<file path="src/rtl/uart_tx_frame.sv">
// UART transmitter with a built-in baud divider and a valid/ready byte input.
// Data width, parity mode and stop-bit count are fixed at elaboration.
module uart_tx_frame #(
  parameter int BAUD_DIV  = 10416,
  parameter int DATA_BITS = 8,
  parameter int PARITY    = 0,
  parameter int STOP_BITS = 1
) (
  input  logic                 clk,
  input  logic                 reset,
  input  logic                 tx_valid,
  output logic                 tx_ready,
  input  logic [DATA_BITS-1:0] tx_data,
  output logic                 tx_busy,
  output logic                 tx_done,
  output logic                 TxD
);

  localparam int BW = (BAUD_DIV > 2) ? $clog2(BAUD_DIV) : 1;
  localparam int CW = (DATA_BITS > 2) ? $clog2(DATA_BITS) : 1;
  localparam logic [BW-1:0] BAUD_LAST = BW'(BAUD_DIV - 1);
  localparam logic [CW-1:0] DATA_LAST = CW'(DATA_BITS - 1);
  localparam logic [CW-1:0] STOP_LAST = CW'(STOP_BITS - 1);

  if (BAUD_DIV < 2) begin : g_bad_baud
    $error("uart_tx_frame: BAUD_DIV must be >= 2");
  end
  if (DATA_BITS < 5 || DATA_BITS > 9) begin : g_bad_data
    $error("uart_tx_frame: DATA_BITS must be 5..9");
  end
  if (PARITY < 0 || PARITY > 2) begin : g_bad_parity
    $error("uart_tx_frame: PARITY must be 0, 1 or 2");
  end
  if (STOP_BITS < 1 || STOP_BITS > 2) begin : g_bad_stop
    $error("uart_tx_frame: STOP_BITS must be 1 or 2");
  end

  typedef enum logic [2:0] {
    ST_IDLE   = 3'd0,
    ST_START  = 3'd1,
    ST_DATA   = 3'd2,
    ST_PARITY = 3'd3,
    ST_STOP   = 3'd4
  } state_t;

  // Odd mode inverts the XOR so the total count of ones including parity is odd.
  function automatic logic parity_f(input logic [DATA_BITS-1:0] d);
    logic p;
    p = ^d;
    if (PARITY == 1) begin
      return ~p;
    end else begin
      return p;
    end
  endfunction

  state_t                 state_r, state_s;
  logic [BW-1:0]          baud_cnt_r, baud_cnt_s;
  logic [CW-1:0]          bit_cnt_r, bit_cnt_s;
  logic [DATA_BITS-1:0]   shift_r, shift_s;
  logic                   parity_r, parity_s;
  logic                   txd_r, txd_s;
  logic                   ready_r, busy_r;
  logic                   done_r, done_s;
  logic                   bit_end_s;

  assign bit_end_s = (baud_cnt_r == BAUD_LAST);

  // Next-state, counter and shift-register logic.
  always_comb begin
    state_s    = state_r;
    baud_cnt_s = baud_cnt_r;
    bit_cnt_s  = bit_cnt_r;
    shift_s    = shift_r;
    parity_s   = parity_r;
    done_s     = 1'b0;
    case (state_r)
      ST_IDLE: begin
        baud_cnt_s = '0;
        bit_cnt_s  = '0;
        if (tx_valid) begin
          state_s  = ST_START;
          shift_s  = tx_data;
          parity_s = parity_f(tx_data);
        end else begin
          state_s  = ST_IDLE;
        end
      end
      ST_START: begin
        if (bit_end_s) begin
          baud_cnt_s = '0;
          bit_cnt_s  = '0;
          state_s    = ST_DATA;
        end else begin
          baud_cnt_s = baud_cnt_r + 1'b1;
        end
      end
      ST_DATA: begin
        if (bit_end_s) begin
          baud_cnt_s = '0;
          if (bit_cnt_r == DATA_LAST) begin
            bit_cnt_s = '0;
            state_s   = (PARITY != 0) ? ST_PARITY : ST_STOP;
          end else begin
            bit_cnt_s = bit_cnt_r + 1'b1;
            shift_s   = {1'b0, shift_r[DATA_BITS-1:1]};
          end
        end else begin
          baud_cnt_s = baud_cnt_r + 1'b1;
        end
      end
      ST_PARITY: begin
        if (bit_end_s) begin
          baud_cnt_s = '0;
          bit_cnt_s  = '0;
          state_s    = ST_STOP;
        end else begin
          baud_cnt_s = baud_cnt_r + 1'b1;
        end
      end
      ST_STOP: begin
        if (bit_end_s) begin
          baud_cnt_s = '0;
          if (bit_cnt_r == STOP_LAST) begin
            bit_cnt_s = '0;
            state_s   = ST_IDLE;
            done_s    = 1'b1;
          end else begin
            bit_cnt_s = bit_cnt_r + 1'b1;
          end
        end else begin
          baud_cnt_s = baud_cnt_r + 1'b1;
        end
      end
      default: begin
        state_s    = ST_IDLE;
        baud_cnt_s = '0;
        bit_cnt_s  = '0;
      end
    endcase
  end

  // Line level is decoded from the next state so TxD can be a plain flop.
  always_comb begin
    txd_s = 1'b1;
    case (state_s)
      ST_IDLE:   txd_s = 1'b1;
      ST_START:  txd_s = 1'b0;
      ST_DATA:   txd_s = shift_s[0];
      ST_PARITY: txd_s = parity_s;
      ST_STOP:   txd_s = 1'b1;
      default:   txd_s = 1'b1;
    endcase
  end

  // State and output registers; reset wins over a simultaneous accept.
  always_ff @(posedge clk) begin
    if (reset) begin
      state_r    <= ST_IDLE;
      baud_cnt_r <= '0;
      bit_cnt_r  <= '0;
      shift_r    <= '0;
      parity_r   <= 1'b0;
      txd_r      <= 1'b1;
      ready_r    <= 1'b1;
      busy_r     <= 1'b0;
      done_r     <= 1'b0;
    end else begin
      state_r    <= state_s;
      baud_cnt_r <= baud_cnt_s;
      bit_cnt_r  <= bit_cnt_s;
      shift_r    <= shift_s;
      parity_r   <= parity_s;
      txd_r      <= txd_s;
      ready_r    <= (state_s == ST_IDLE);
      busy_r     <= (state_s != ST_IDLE);
      done_r     <= done_s;
    end
  end

  assign tx_ready = ready_r;
  assign tx_busy  = busy_r;
  assign tx_done  = done_r;
  assign TxD      = txd_r;

endmodule

</file>
<file path="config.mk">
export PLATFORM = sky130hd
export DESIGN_NAME = uart_tx_frame
export DESIGN_NICKNAME = d
export VERILOG_FILES = /design/src/rtl/uart_tx_frame.sv
export SDC_FILE = /design/constraint.sdc
export NUM_CORES = 1
export LEC_CHECK = 0
export CAP_MARGIN = 30
export CORE_MARGIN = 4
export CORE_UTILIZATION = 35
export DETAILED_ROUTE_END_ITERATION = 10
export MAX_ROUTING_LAYER = met4
export PLACE_DENSITY_LB_ADDON = 0.12
export SYNTH_ARGS = -nofsm -noshare
export SYNTH_HDL_FRONTEND = slang
export SYNTH_SLANG_ARGS = --single-unit
</file>
<file path="constraint.sdc">
create_clock -name clk -period 2.3 [get_ports clk]
set_input_delay 0.345 -clock clk [delete_from_list [all_inputs] [get_ports clk]]
set_output_delay 0.345 -clock clk [all_outputs]
set_load 0.01 [all_outputs]
</file>
# After elaboration in Yosys (flattened, before gate mapping)
# Cells that the tools add are included.
op_classes:
  n_addsub: 2
  eq_ne: 14
  n_mux: 22
  bitwise: 3
  n_reduce_logical: 12
ops:
  columns: ["op", "count"]
  rows:
  - ["3-bit 2-to-1 mux", 11]
  - ["8-bit 2-to-1 mux", 3]
  - ["8-bit one-hot mux with 2 select lines", 1]
  - ["3-bit one-hot mux with 5 select lines", 1]
  - ["14-bit by 1-bit adder with 14-bit output, second input constant", 1]
  - ["14-bit == test, second input constant", 1]
  - ["3-bit by 2-bit == test with 1-bit output, second input constant", 4]
  - ["3-bit logical NOT", 3]
  - ["3-bit one-hot mux with 3 select lines", 1]
  - ["2-bit inequality test, second input constant", 4]
  - ["8-bit parity", 1]
  - ["3-bit by 1-bit == test with 1-bit output, second input constant", 2]
  - ["3-bit == test, second input constant", 2]
  - ["3-bit OR reduction", 2]
  - ["1-bit 2-to-1 mux", 4]
  - ["4-bit AND reduction", 1]
  - ["4-bit OR reduction", 1]
  - ["3-bit by 1-bit adder with 3-bit output, second input constant", 1]
  - ["1-bit NOT", 3]
  - ["1-bit one-hot mux with 3 select lines", 1]
  - ["3-bit AND reduction", 1]
  - ["3-bit nonzero test", 1]
  - ["2-bit by 1-bit inequality test with 1-bit output, second input constant", 1]
  - ["2-bit nonzero test", 1]
  - ["2-bit OR reduction", 1]
totals:
  regBits: 33
  input_bits: 11
  output_inout_bits: 4
  elab_cells: 63

# Depth between registers and ports, before layout
logic_depth:
  word_depth: 6
  depth_mapped: 9
  mapped_depth_nobuf: 7

# Worst setup path before layout
# Ideal clock, no wire load.
synth_path:
  path_type: "register to register"
  from: "register baud_cnt_r[8]"
  to: "register txd_r, in the netlist TxD"
  setup_ps: 126
  arrival_ps: 2392
  required_ps: 2174
  setup_slack_ps: -218
  stages_incl_launch_ff: 8
  n_path_buf: 2
  synth_period_minus_slack_ps: 2518
  cell_sequence: "dfxtp_1 or4b_4 or4_4 buf_6 a221o_1 buf_6 a221oi_1 o31ai_1"
synth_between:
  elab_chain_len: 5
  word_cells_on_any_way: 12
  classes_between: "4 x eq/ne; 8 x mux"
synth_rtl:
  columns: ["item", "line", "rtl"]
  rows:
  - ["start, declared", "58", "logic [BW-1:0] baud_cnt_r, baud_cnt_s;"]
  - ["start signal, assigned", "170", "baud_cnt_r <= baud_cnt_s;"]
  - ["14-bit == test *", "67", "assign bit_end_s = (baud_cnt_r == BAUD_LAST);"]
  - ["3-bit 2-to-1 mux, on equally long branches", null, null]
  - ["3-bit one-hot mux with 5 select lines", "77", "case (state_r)"]
  - ["3-bit by 2-bit == test with 1-bit output / 3-bit by 1-bit == test with 1-bit output (equally long branches)", "146", "case (state_s)"]
  - ["1-bit one-hot mux with 3 select lines *", "146", null]
  - ["end signal, assigned", "174", "txd_r <= txd_s;"]
  - ["end, declared", "62", "logic txd_r, txd_s;"]
# Mark *: on every way between the ends. The rest lies on a longest branch, timed or not. The select of a mux whose other input is x is not followed.
# A chain may end at the register's enable or synchronous reset.

# Final worst setup path
layout_path:
  from: "register baud_cnt_r[6]"
  to: "register shift_r[5]"
layout_between:
  elab_chain_len: 3
layout_rtl:
  columns: ["item", "line", "rtl"]
  rows:
  - ["14-bit == test", "67", null]
  - ["2-bit inequality test (no line)", null, null]
  - ["4-bit AND reduction (no line)", null, null]
  - ["end signal, assigned", "172", "shift_r <= shift_s;"]
  - ["end, declared", "60", "logic [DATA_BITS-1:0] shift_r, shift_s;"]
# Every way passes these cells.

==> impl_metrics.tcl <==
set metrics [dict create \
    status "finished with violations" \
    violations "setup timing" \
    setup_ws_ps -69.9 \
    hold_violations 0 \
    comb_power_share 0.114 \
    drive_above_1_share 0.194 \
    worst_hold_path_type "reg2reg" \
    grt_pass1_wl_mm 5.48 \
    path_buf_inv 0 \
    avgSynthCellArea_um2 8.87 \
    grt_pass1_vias 1229 \
    cp_cell_sequence "or4b_4, or4_4, a221o_2, a222oi_1, nor2_1" \
    syn_to_final_growth_pct 27.3 \
    synth_edf_count 0 \
    power_frac_seq 0.526 \
    final_common_cell "nor2_1" \
    dp_cells 253 \
    io_buffer_count 14 \
    synthDistinctLibCells 41 \
    crit_fanout 5 \
    ir_drop_mv 0.278 \
    tritoncts "done" \
    synth-async-reset-ratio 0 \
    cap_violations 0 \
    final_cells 263 \
    cts.clk_slew.worst_paths_ps 70 \
    yosys_warnings 0 \
    cp_slowest_stage_delay_ps 530 \
    coreArea_um2 4320 \
    antenna_found_initial 0 \
    die_w_um 74.8 \
    hold_slack_ps 493 \
    ant_nets 0 \
    cp.required_ps 2460 \
    p_leak_nw 0.719 \
    skew_ps 5.96 \
    die-area_um2 5590 \
    h-tree-depth 2 \
    syn-cell-area_um2 1560 \
    switchingPower_w 0.000279 \
    drt_pass1_iterations 6 \
    routabilityCongestion 0.818 \
    clkLatencyLatePin_ps 280 \
    endpoint_kind "flip-flop" \
    final_cell_mix "33 x nor2_1, 31 x dfxtp_1, 19 x buf_4" \
    drv_slew 0 \
    grt.overflow.total 0 \
    drcViolationCount 0 \
    die_h_um 74.8 \
    worstSetupStartpointType "flip-flop" \
    avgViaCountPerCell 5.22 \
    fillCellCount 414 \
    clockBufferDepth 2 \
    grt_max_degree 20 \
    intPower_w 0.000868 \
    vias 1373 \
    wl_mm 3.31 \
    cts_root_buf "clkbuf_8" \
    synth_ff_type "dfxtp_1" \
    setup_viol 4 \
    initial_core_util 0.361 \
    track_usage 0.132 \
    period_minus_slack_ps 2370 \
    numCtsBuffers 5 \
    wl_per_cell_um 12.6 \
    power_frac_clock 0.361 \
    synth_nets 191 \
    dpl.hpwl_mm 2.42 \
    clock_sinks 33 \
    io_pins 15 \
    cpLargestDelayFamily "simple AND/OR/NAND/NOR gates" \
    yosys_register_bits 33 \
    cts_hold_buf 0 \
    rsz0062_at_grt "yes" \
    cp.arrival_ps 2530 \
    finalCritPeriodShare 1.03 \
    cpMaxStageDelayCell "or4b_4" \
    critical_path_class "reg2reg" \
    slew_headroom 0.555 \
    worst_pin_slew_ps 665 \
    powerDensity_nw_per_um2 577 \
    layout.nets 225 \
    rows 24 \
    diodes 0 \
    ys_seq_area_frac 0.423 \
    syn_inst 176 \
    drt_iter0_markers 129 \
    switching_share 0.243 \
    clock.fmax_mhz 422 \
]
[Yosys cell counts (all sizes together) (2+ instances only)]
master / number / share of area
buf: 2 / 0.014
or4: 2 / 0.012
o31ai: 2 / 0.0096
xnor2: 12 / 0.067
nor3: 3 / 0.013
inv: 5 / 0.012
nor4: 2 / 0.0080
nand3: 7 / 0.022
a21oi: 6 / 0.019
nor2b: 2 / 0.0080
or3: 2 / 0.0080
nand4: 4 / 0.016
a222oi: 6 / 0.038
a31oi: 2 / 0.0080
ha: 4 / 0.032
clkbuf: 5 / 0.012
nand2: 10 / 0.024
nor2: 33 / 0.079
or2: 3 / 0.012
nand2b: 5 / 0.020
a22oi: 2 / 0.0096
xor2: 8 / 0.045
dfxtp: 33 / 0.42
[layer usage]
metal  wire (um)  global-route usage  up-vias
met2        1630               0.210       30
met4          14              0.0474        0
li1            -                   -      697
met5           0                   -        -
met1        1530               0.156      644
met3         131              0.0441        2
[worst reg2reg max path: stages (launching register included)]
cell      delay (ps)
dfxtp_2          320
or4b_4           530
or4_4            520
a221o_2          430
a222oi_1         380
nor2_1            80
[final timing paths]
check,startpoint,end,slack (ps),depth (start not counted)
hold reg to reg,bit_cnt_r[2]$_SDFFE_PP0P_,bit_cnt_r[2]$_SDFFE_PP0P_,490,2
hold / removal,bit_cnt_r[2]$_SDFFE_PP0P_,bit_cnt_r[2]$_SDFFE_PP0P_,490,2
setup reg to reg,baud_cnt_r[6]$_SDFF_PP0_,shift_r[5]$_SDFFE_PP0P_,-70,5
setup / recovery,baud_cnt_r[6]$_SDFF_PP0_,shift_r[5]$_SDFFE_PP0P_,-70,5
[sequential cells by signal, summed over array words and instances, names as in the netlist]
signal,flops
state_r,3
parity_r,1
tx_done,1
shift_r,8
tx_ready,1
bit_cnt_r,3
baud_cnt_r,14
tx_busy,1
TxD,1
[cell families after synthesis]
family                     synth area share
buffers and inverters                0.0385
DFF                                   0.423
AOI/OAI and AO/OA                     0.136
xor gates and xnor gates              0.112
adders and majority gates            0.0321
and+or+nand+nor                       0.258
[per-stage QoR]
| step | util | TNS, ps | area, um^2 | worst slack [ps] | power (W) |
|---|---|---|---|---|---|
| after global routing | 0.460 | -525 | 1990 | -126 | 0.00120 |
| after detailed placement | 0.433 | -275 | 1870 | -49.0 | 0.000739 |
| after CTS | 0.455 | -33.6 | 1970 | -25.2 | 0.00116 |
| final | 0.460 | -100 | 1990 | -69.9 | 0.00115 |
| after global placement | 0.433 | -18.8 | 1870 | -13.4 | 0.000738 |
| after floorplan | - | -710 | 1570 | -104 | 0.000694 |
[repair_timing]
action                     CTS  global route
hold endpoints to repair     0             0
pin swaps                    1             2
setup buffers                0             1
gates resized for setup      1             3
setup endpoints to repair    7            10
cloned                       1             0
[power by group through the flow]
stage / combinational [W] / clock (W) / sequential [W]
after floorplan: 0.0000790 / 0 / 0.000615
after global placement: 0.000123 / 0 / 0.000615
after detailed placement: 0.000124 / 0 / 0.000615
after CTS: 0.000127 / 0.000432 / 0.000602
after global routing: 0.000141 / 0.000459 / 0.000604
final: 0.000130 / 0.000414 / 0.000603
[area by class of cell]
type	count	area, um^2	area share
multi-input combinational	132	876	0.441
sequential	33	663	0.334
timing repair buffer	33	283	0.142
clock buffer	6	72.6	0.0365
tap	52	65.1	0.0327
inverter	5	18.8	0.00944
clock inverter	2	10.0	0.00503
Note: power is estimated with default switching activity, not from simulation.
